### config.mk
export PLATFORM = sky130hd
export DESIGN_NAME = de2_115_sd_card_nios_cpu_oci_dct_unpacker_flat
export DESIGN_NICKNAME = d
export VERILOG_FILES = /design/src/rtl/de2_115_sd_card_nios_cpu_oci_dct_unpacker_pkg.sv /design/src/rtl/de2_115_sd_card_nios_cpu_oci_dct_unpacker_if.sv /design/src/rtl/de2_115_sd_card_nios_cpu_oci_dct_stats.sv /design/src/rtl/de2_115_sd_card_nios_cpu_oci_dct_unpacker.sv /design/src/flat_wrapper.sv
export SDC_FILE = /design/constraint.sdc
export NUM_CORES = 1
export LEC_CHECK = 0
export CORE_MARGIN = 1.5
export CORE_UTILIZATION = 45
export CTS_CLUSTER_SIZE = 12
export DETAILED_ROUTE_END_ITERATION = 8
export GPL_ROUTABILITY_DRIVEN = 0
export PLACE_DENSITY = 0.86
export SLEW_MARGIN = 30
export SYNTH_ARGS = -nofsm -noshare
export SYNTH_HDL_FRONTEND = slang
export SYNTH_HIERARCHICAL = 1
export SYNTH_SLANG_ARGS = --single-unit
### constraint.sdc
create_clock -name clk -period 5 [get_ports clk]
set_input_delay 1.5 -clock clk [delete_from_list [all_inputs] [get_ports clk]]
set_output_delay 1.5 -clock clk [all_outputs]
set_load 0.03 [all_outputs]
### src/rtl/de2_115_sd_card_nios_cpu_oci_dct_unpacker_pkg.sv
// Shared constants, state encoding and helpers for the OCI DCT frame unpacker.
package de2_115_sd_card_nios_cpu_oci_dct_unpacker_pkg;

    localparam int unsigned SYM_W   = 2;
    localparam int unsigned NSYM    = 15;
    localparam int unsigned CNT_W   = 4;
    localparam int unsigned FRAME_W = SYM_W * NSYM;
    localparam int unsigned STAT_W  = 16;

    typedef enum logic {
        IDLE  = 1'b0,
        SHIFT = 1'b1
    } state_e;

    // Saturating increment for the optional statistics counters.
    function automatic logic [STAT_W-1:0] sat_inc(input logic [STAT_W-1:0] v);
        return (&v) ? v : v + STAT_W'(1);
    endfunction

endpackage

### src/rtl/de2_115_sd_card_nios_cpu_oci_dct_unpacker_if.sv
// Frame-in / symbol-out bus of the DCT unpacker; slave = unpacker, master = frame source + sink.
interface de2_115_sd_card_nios_cpu_oci_dct_unpacker_if;
    import de2_115_sd_card_nios_cpu_oci_dct_unpacker_pkg::*;

    logic [FRAME_W-1:0] dct_buffer;
    logic [CNT_W-1:0]   dct_count;
    logic               frame_valid;
    logic               frame_ready;
    logic               flush;
    logic [SYM_W-1:0]   sym_data;
    logic               sym_valid;
    logic               sym_last;
    logic               sym_ready;

    modport slave (
        input  dct_buffer, dct_count, frame_valid, flush, sym_ready,
        output frame_ready, sym_data, sym_valid, sym_last
    );

    modport master (
        output dct_buffer, dct_count, frame_valid, flush, sym_ready,
        input  frame_ready, sym_data, sym_valid, sym_last
    );
endinterface

### src/rtl/de2_115_sd_card_nios_cpu_oci_dct_stats.sv
// Saturating counters of accepted non-empty frames and transferred symbols; flush clears them.
module de2_115_sd_card_nios_cpu_oci_dct_stats
    import de2_115_sd_card_nios_cpu_oci_dct_unpacker_pkg::*;
(
    input  logic              clk,
    input  logic              reset_n,
    input  logic              clear_i,
    input  logic              frame_inc_i,
    input  logic              sym_inc_i,
    output logic [STAT_W-1:0] stat_frames_o,
    output logic [STAT_W-1:0] stat_symbols_o
);
    logic [STAT_W-1:0] frames_q, frames_d;
    logic [STAT_W-1:0] symbols_q, symbols_d;

    // Next counter values; clear has priority over increments.
    always_comb begin
        frames_d  = frames_q;
        symbols_d = symbols_q;
        if (clear_i) begin
            frames_d  = '0;
            symbols_d = '0;
        end else begin
            if (frame_inc_i) frames_d  = sat_inc(frames_q);
            if (sym_inc_i)   symbols_d = sat_inc(symbols_q);
        end
    end

    // Counter registers.
    always_ff @(posedge clk or negedge reset_n) begin
        if (!reset_n) begin
            frames_q  <= '0;
            symbols_q <= '0;
        end else begin
            frames_q  <= frames_d;
            symbols_q <= symbols_d;
        end
    end

    assign stat_frames_o  = frames_q;
    assign stat_symbols_o = symbols_q;
endmodule

### src/rtl/de2_115_sd_card_nios_cpu_oci_dct_unpacker.sv
// OCI DCT unpacker: accepts packed 30-bit trace frames and replays them one 2-bit symbol per cycle.
// Optional statistics outputs are built when DE2_115_OCI_DCT_STATS_EN is defined.
module de2_115_sd_card_nios_cpu_oci_dct_unpacker
    import de2_115_sd_card_nios_cpu_oci_dct_unpacker_pkg::*;
(
    input  logic clk,
    input  logic reset_n,
    de2_115_sd_card_nios_cpu_oci_dct_unpacker_if.slave bus
`ifdef DE2_115_OCI_DCT_STATS_EN
    ,
    output logic [STAT_W-1:0] stat_frames,
    output logic [STAT_W-1:0] stat_symbols
`endif
);
    state_e             state_q, state_d;
    logic [FRAME_W-1:0] shreg_q, shreg_d;
    logic [CNT_W-1:0]   rem_q, rem_d;
    logic               valid_q, valid_d;
    logic               rdy_en_q;

    logic xfer_c;
    logic last_c;
    logic frame_ready_c;
    logic accept_c;
    logic load_c;

    assign xfer_c        = valid_q & bus.sym_ready;
    assign last_c        = (rem_q == CNT_W'(1));
    // Ready when empty, or when the final symbol leaves this cycle so the next frame follows gaplessly.
    assign frame_ready_c = rdy_en_q & ~bus.flush & ((state_q == IDLE) | (xfer_c & last_c));
    assign accept_c      = bus.frame_valid & frame_ready_c;
    assign load_c        = accept_c & (bus.dct_count != CNT_W'(0));

    // Next-state and datapath: flush aborts, a transfer shifts, a non-empty accepted frame reloads.
    always_comb begin
        state_d = state_q;
        shreg_d = shreg_q;
        rem_d   = rem_q;
        valid_d = valid_q;
        if (bus.flush) begin
            state_d = IDLE;
            shreg_d = '0;
            rem_d   = '0;
            valid_d = 1'b0;
        end else begin
            if (xfer_c) begin
                shreg_d = shreg_q >> SYM_W;
                rem_d   = rem_q - CNT_W'(1);
                if (last_c) begin
                    state_d = IDLE;
                    valid_d = 1'b0;
                end
            end
            if (load_c) begin
                state_d = SHIFT;
                shreg_d = bus.dct_buffer;
                rem_d   = bus.dct_count;
                valid_d = 1'b1;
            end
        end
    end

    // State and datapath registers; rdy_en_q holds frame_ready low until the first edge after reset.
    always_ff @(posedge clk or negedge reset_n) begin
        if (!reset_n) begin
            state_q  <= IDLE;
            shreg_q  <= '0;
            rem_q    <= '0;
            valid_q  <= 1'b0;
            rdy_en_q <= 1'b0;
        end else begin
            state_q  <= state_d;
            shreg_q  <= shreg_d;
            rem_q    <= rem_d;
            valid_q  <= valid_d;
            rdy_en_q <= 1'b1;
        end
    end

    assign bus.frame_ready = frame_ready_c;
    assign bus.sym_data    = shreg_q[SYM_W-1:0];
    assign bus.sym_valid   = valid_q;
    assign bus.sym_last    = last_c;

`ifdef DE2_115_OCI_DCT_STATS_EN
    de2_115_sd_card_nios_cpu_oci_dct_stats u_stats (
        .clk            (clk),
        .reset_n        (reset_n),
        .clear_i        (bus.flush),
        .frame_inc_i    (load_c),
        .sym_inc_i      (xfer_c),
        .stat_frames_o  (stat_frames),
        .stat_symbols_o (stat_symbols)
    );
`endif
endmodule

### src/flat_wrapper.sv
// flat-port wrapper written by rule: the top's interface ports become plain ports
module de2_115_sd_card_nios_cpu_oci_dct_unpacker_flat import de2_115_sd_card_nios_cpu_oci_dct_unpacker_pkg::*;
  (clk, reset_n, bus_dct_buffer, bus_dct_count, bus_frame_valid, bus_flush, bus_sym_ready, bus_frame_ready, bus_sym_data, bus_sym_valid, bus_sym_last);
  de2_115_sd_card_nios_cpu_oci_dct_unpacker_if bus_i ();
  input  logic clk;
  input  logic reset_n;
  input wire logic [$bits(bus_i.dct_buffer)-1:0] bus_dct_buffer;
  input wire logic [$bits(bus_i.dct_count)-1:0] bus_dct_count;
  input wire logic [$bits(bus_i.frame_valid)-1:0] bus_frame_valid;
  input wire logic [$bits(bus_i.flush)-1:0] bus_flush;
  input wire logic [$bits(bus_i.sym_ready)-1:0] bus_sym_ready;
  output wire logic [$bits(bus_i.frame_ready)-1:0] bus_frame_ready;
  output wire logic [$bits(bus_i.sym_data)-1:0] bus_sym_data;
  output wire logic [$bits(bus_i.sym_valid)-1:0] bus_sym_valid;
  output wire logic [$bits(bus_i.sym_last)-1:0] bus_sym_last;
  assign bus_i.dct_buffer = bus_dct_buffer;
  assign bus_i.dct_count = bus_dct_count;
  assign bus_i.frame_valid = bus_frame_valid;
  assign bus_i.flush = bus_flush;
  assign bus_i.sym_ready = bus_sym_ready;
  assign bus_frame_ready = bus_i.frame_ready;
  assign bus_sym_data = bus_i.sym_data;
  assign bus_sym_valid = bus_i.sym_valid;
  assign bus_sym_last = bus_i.sym_last;
  de2_115_sd_card_nios_cpu_oci_dct_unpacker u_core (.clk(clk), .reset_n(reset_n), .bus(bus_i));
endmodule
== Word level (Yosys, flattened, before mapping) ==
Cells that the tools add are included.
W data, S select, Z words.

* Add/subtract/negate cells: 1
* Equality and inequality tests: 1
* Mux-type cells: 10
* Bitwise operators: 9
* Reduce and logical (&&, ||, !) cells: 4

{| class="wikitable"
|+ Operator list
! kind !! number
|-
| $mux W30 || 3
|-
| $mux W4 || 3
|-
| $and A1 B1 Y1 || 6
|-
| $reduce_bool A3 Y1 || 2
|-
| $eq A4 B1 Y1 const B || 1
|-
| $mux W1 || 4
|-
| $reduce_bool A4 Y1 || 1
|-
| $sub A4 B1 Y4 const B || 1
|-
| $not A1 Y1 || 2
|-
| $reduce_and A2 Y1 || 1
|-
| $or A1 B1 Y1 || 1
|}

* Bits in registers: 36
* Input port bits: 39
* Word-level logic and storage cells: 29

== Longest topological paths before layout ==
Gate-level depths: netlist of the first run.

* Word-level depth: 8
* Mapped depth: 8
* Depth with buffers taken out: 6

== Least setup slack after synthesis of the first run ==
No wires, ideal clock.

* Path type: in2out
* Start: input port bus_sym_ready
* End: output port bus_frame_ready
* Arrival: 2.141 ns
* Data required time: 3.500 ns
* Setup slack: 1.359 ns
* Stages: 2
* Buffers on the path: 0
* Cells stage by stage: nand4bb_4 -> a21oi_1

* Word-level cells in the longest chain between the ends: 4

{| class="wikitable"
|+ RTL lines
! item !! line !! text
|-
| start: declaration || flat_wrapper.sv:11 || <nowiki>input wire logic [$bits(bus_i.sym_ready)-1:0] bus_sym_ready;</nowiki>
|-
| $and A1 B1 Y1 || de2_115_sd_card_nios_cpu_oci_dct_unpacker.sv:27 || <nowiki>assign xfer_c = valid_q & bus.sym_ready;</nowiki>
|-
| $and A1 B1 Y1 || de2_115_sd_card_nios_cpu_oci_dct_unpacker.sv:30 || <nowiki>assign frame_ready_c = rdy_en_q & ~bus.flush & ((state_q == IDLE) | (xfer_c & last_c));</nowiki>
|-
| $or A1 B1 Y1 || de2_115_sd_card_nios_cpu_oci_dct_unpacker.sv:30 ||
|-
| $and A1 B1 Y1 || de2_115_sd_card_nios_cpu_oci_dct_unpacker.sv:30 ||
|-
| end: declaration || flat_wrapper.sv:12 || <nowiki>output wire logic [$bits(bus_i.frame_ready)-1:0] bus_frame_ready;</nowiki>
|}

Every way passes these cells.

== Final worst setup path of the first run ==
* Start: input port bus_flush
* End: output port bus_frame_ready

* Word-level cells in the longest chain between the ends: 3

{| class="wikitable"
|+ RTL lines
! item !! line !! text
|-
| start: declaration || flat_wrapper.sv:10 || <nowiki>input wire logic [$bits(bus_i.flush)-1:0] bus_flush;</nowiki>
|-
| $not A1 Y1 || de2_115_sd_card_nios_cpu_oci_dct_unpacker.sv:30 ||
|-
| $and A1 B1 Y1 (2 in series) || de2_115_sd_card_nios_cpu_oci_dct_unpacker.sv:30 ||
|}

Every way passes these cells.

==> results.sh, run 1 <==
export IMPL_wl_um=3500
export IMPL_row_count=22
export IMPL_min_period_ns=4.60
export IMPL_die_area_sq_um=4420
export IMPL_cts_tree="done"
export IMPL_cts_sinks=36
export IMPL_final_core_util_pct=61.5
export IMPL_synthFlopType="dfrtp_1"
export IMPL_grt_max_degree=39
export IMPL_placed_area_sq_um=2220
export IMPL_dp_hpwl_um=2300
export IMPL_crit_path_start="bus_flush"
export IMPL_stdcell_area_sq_um=2320
export IMPL_antenna_diode_count=0
export IMPL_max_freq_mhz=217
export IMPL_wire_per_inst_um=13.5
export IMPL_die_w_um=66.5
export IMPL_cp_end_kind="primary output"
export IMPL_start_util_pct=48.1
export IMPL_drc=0
export IMPL_crit_path_frequent_cell="clkdlybuf4s50_1"
export IMPL_switchingPower_mw=0.183
export IMPL_path_cells="clkdlybuf4s50_1, nand2b_1, a21oi_1, clkdlybuf4s50_1"
export IMPL_cts_hold_buffers=0
export IMPL_synth_area_sq_um=1810
export IMPL_r2r_end="u_core/shreg_q[27]$_DFFE_PN0P_"
export IMPL_combPwrFrac_pct=19.8
export IMPL_setup_viol=0
export IMPL_yosysUniqueCellTypes=29
export IMPL_seq_area_sq_um=901
export IMPL_cts_buffers=5
export IMPL_dr_first_iter_drc_count=100
export IMPL_synth_edf_count=0
export IMPL_ir_drop_uv=158
export IMPL_first_global_vias=1360
export IMPL_drive_above_1_share_pct=6.13
export IMPL_skew_ns=0.00927
export IMPL_p_per_area_nw_per_um2=292
export IMPL_synth_seq_cells=36
export IMPL_async_flop_share_pct=100
export IMPL_core_sq_um=3770
export IMPL_slew_headroom_pct=47.1
export IMPL_io_pins=44
export IMPL_crit_required_ns=3.50
export IMPL_worstMarginPinSlew_ns=0.793
export IMPL_grt_pass1_wl_um=5980
export IMPL_synth_top_cell_area_share_pct=49.7
export IMPL_synth_top_cell_by_area="dfrtp_1"
export IMPL_p_int_mw=0.494
export IMPL_die_height_um=66.5
export IMPL_post_cts_buffers=0
export IMPL_gr_total_overflow=0
export IMPL_reg2reg_slack_ns=2.84
export IMPL_ys_warn_count=6
export IMPL_clk_latency_ns=0.29
export IMPL_switching_share_pct=27.0
export IMPL_htreeDepth=2
export IMPL_antenna_left=0
export IMPL_p_clk_share_pct=31.5
export IMPL_avgViaCountPerCell=5.26
export IMPL_finalPower_mw=0.677
export IMPL_synth_seq_area_share_pct=49.7
export IMPL_criticalPathCategory="input pin to primary output"
export IMPL_io_buffers=43
export IMPL_fin_nets=252
export IMPL_hold_violations=0
export IMPL_seqPwrFrac_pct=48.6
export IMPL_fin_ws_ns=0.402
export IMPL_antenna_found_initial=0
export IMPL_setup_tns_ns=0
export IMPL_track_usage_pct=18.2
export IMPL_routed_via_count=1367
export IMPL_hold_path_class="flip-flop to flip-flop"
export IMPL_max_cap_violations=0
export IMPL_cts_resized=0
export IMPL_slew_violations=0
export IMPL_r2r_cells=7
export IMPL_crit_fanout=7
export IMPL_cpPeakStageDelay_ns=0.68
export IMPL_synth_net_count=212
export IMPL_cts_buffer_depth=2
export IMPL_syn_area_per_cell_sq_um=10.6
export IMPL_startpoint_type="input pin"
export IMPL_cts_root_buf="clkbuf_8"
export IMPL_slowest_stage="clkdlybuf4s50_1"
export IMPL_nFillCells=338
export IMPL_synth_area_top_cells="dfrtp_1 (50%), mux2i_1 (17%), nand2_1 (6.4%), o21ai_1 (5.5%), o21ai_0 (2.5%)"
export IMPL_cp_arrival_ns=3.10
export IMPL_timing_hold_ws_ns=0.481
export IMPL_clk_pin_slew_ns=0.07
export IMPL_instances_no_fill=260
export IMPL_rsz0062_at_grt="no"
export IMPL_status="finished, final reports clean"
export IMPL_postSynthCellCount=171
export IMPL_r2r_start="u_core/rem_q[1]$_DFFE_PN0P_"
export IMPL_first_pass_iters=4
export IMPL_leakagePower_nw=0.916
export IMPL_endpoint="bus_frame_ready"
export IMPL_multiInputGateArea_sq_um=802
export IMPL_place_inst=252
export IMPL_dpl_worst_slack_ns=0.405
export IMPL_period_share_pct=92.0
export IMPL_synthToLayoutAreaGrowth_pct=27.9
[logic make-up (layout without fill, tap and decap cells)]
| family | Yosys count | in the layout | share of synthesized area (%) |
|---|---|---|---|
| AO/OA/AOI/OAI | 45 | 45 | 15.0 |
| adder cells (fa/ha/maj) | 2 | 2 | 1.38 |
| buffers and inverters | 18 | 59 | 6.69 |
| flip-flops | 36 | 36 | 49.7 |
| multiplexers | 31 | 31 | 17.1 |
| other | 1 | 1 | 0.207 |
| AND/OR/NAND/NOR | 38 | 38 | 10.0 |
[worst min-delay path by stage]
stage | startpoint | end | depth (start not counted)
2_1_floorplan | u_core/shreg_q[27]$_DFFE_PN0P_ | u_core/shreg_q[27]$_DFFE_PN0P_ | 2
3_3_place_gp | u_core/shreg_q[2]$_DFFE_PN0P_ | u_core/shreg_q[2]$_DFFE_PN0P_ | 2
3_5_place_dp | u_core/shreg_q[1]$_DFFE_PN0P_ | u_core/shreg_q[1]$_DFFE_PN0P_ | 2
4_1_cts | u_core/shreg_q[1]$_DFFE_PN0P_ | u_core/shreg_q[1]$_DFFE_PN0P_ | 2
5_1_grt | u_core/shreg_q[13]$_DFFE_PN0P_ | u_core/shreg_q[13]$_DFFE_PN0P_ | 2
6_report | u_core/shreg_q[1]$_DFFE_PN0P_ | u_core/shreg_q[1]$_DFFE_PN0P_ | 2
[cell type report]
class	instances	area share (%)
well taps	48	2.59
clock inverters	1	0.324
multi-input cells	117	34.6
clock buffers	7	3.72
inverters	6	0.971
repair buffers	45	19.0
flip-flops and latches	36	38.8
[synthesized netlist by cell type (3+ instances only)]
cell type	count
buf_4	3
inv_1	6
nand2_1	31
a21oi_1	3
mux2i_1	31
o21ai_1	20
dfrtp_1	36
o21ai_0	9
o31ai_1	3
clkbuf_1	4
[per-layer routing]
metal	track usage, %	wire length (um)	up-vias	part of all wire [%]
li1	-	-	682	-
met1	22.6	1670	646	48
met2	30.0	1590	33	45
met3	4.39	179	6	5.1
met4	8.42	59	0	1.7
met5	0	0	-	0
[power groups by stage]
stage	clock (mW)	combinational [mW]	sequential (mW)
5_1_grt	0.236	0.150	0.332
6_report	0.213	0.134	0.329
3_3_place_gp	0	0.132	0.334
4_1_cts	0.222	0.135	0.329
2_1_floorplan	0	0.0817	0.331
3_5_place_dp	0	0.135	0.334
[worst max-delay path: cells and delay by family]
kind	cells	cell delay (ns)
simple gates	1	0.26
buf+inv	2	1.21
compound gates	1	0.13
[layout by cell type (no fill, tap or decap), types with 2 or more instances in the layout]
master	synthesis	final
clkbuf_8	0	6
dfrtp_1	36	36
nor4_1	2	2
o31ai_1	3	3
o21ai_0	9	9
clkdlybuf4s50_1	0	42
inv_1	6	6
ha_1	2	2
a21oi_1	3	3
mux2i_1	31	31
a22o_1	2	2
o21ai_1	20	20
buf_4	3	2
nand2_1	31	30
o2bb2ai_1	2	2
[flip-flops by register name (all words and copies together), names as in the netlist]
name,cells
u_core/shreg_q,30
u_core/rem_q,4
u_core/bus.sym_valid,1
u_core/rdy_en_q,1
Power figures use the tool's default switching activity.
==> inputs of run 2 (changes only) <==
HOLD_SLACK_MARGIN = 0.08   (was unset)
==> results of run 2 <==
No change in the layout: final DEF, timing and power equal those of run 1.
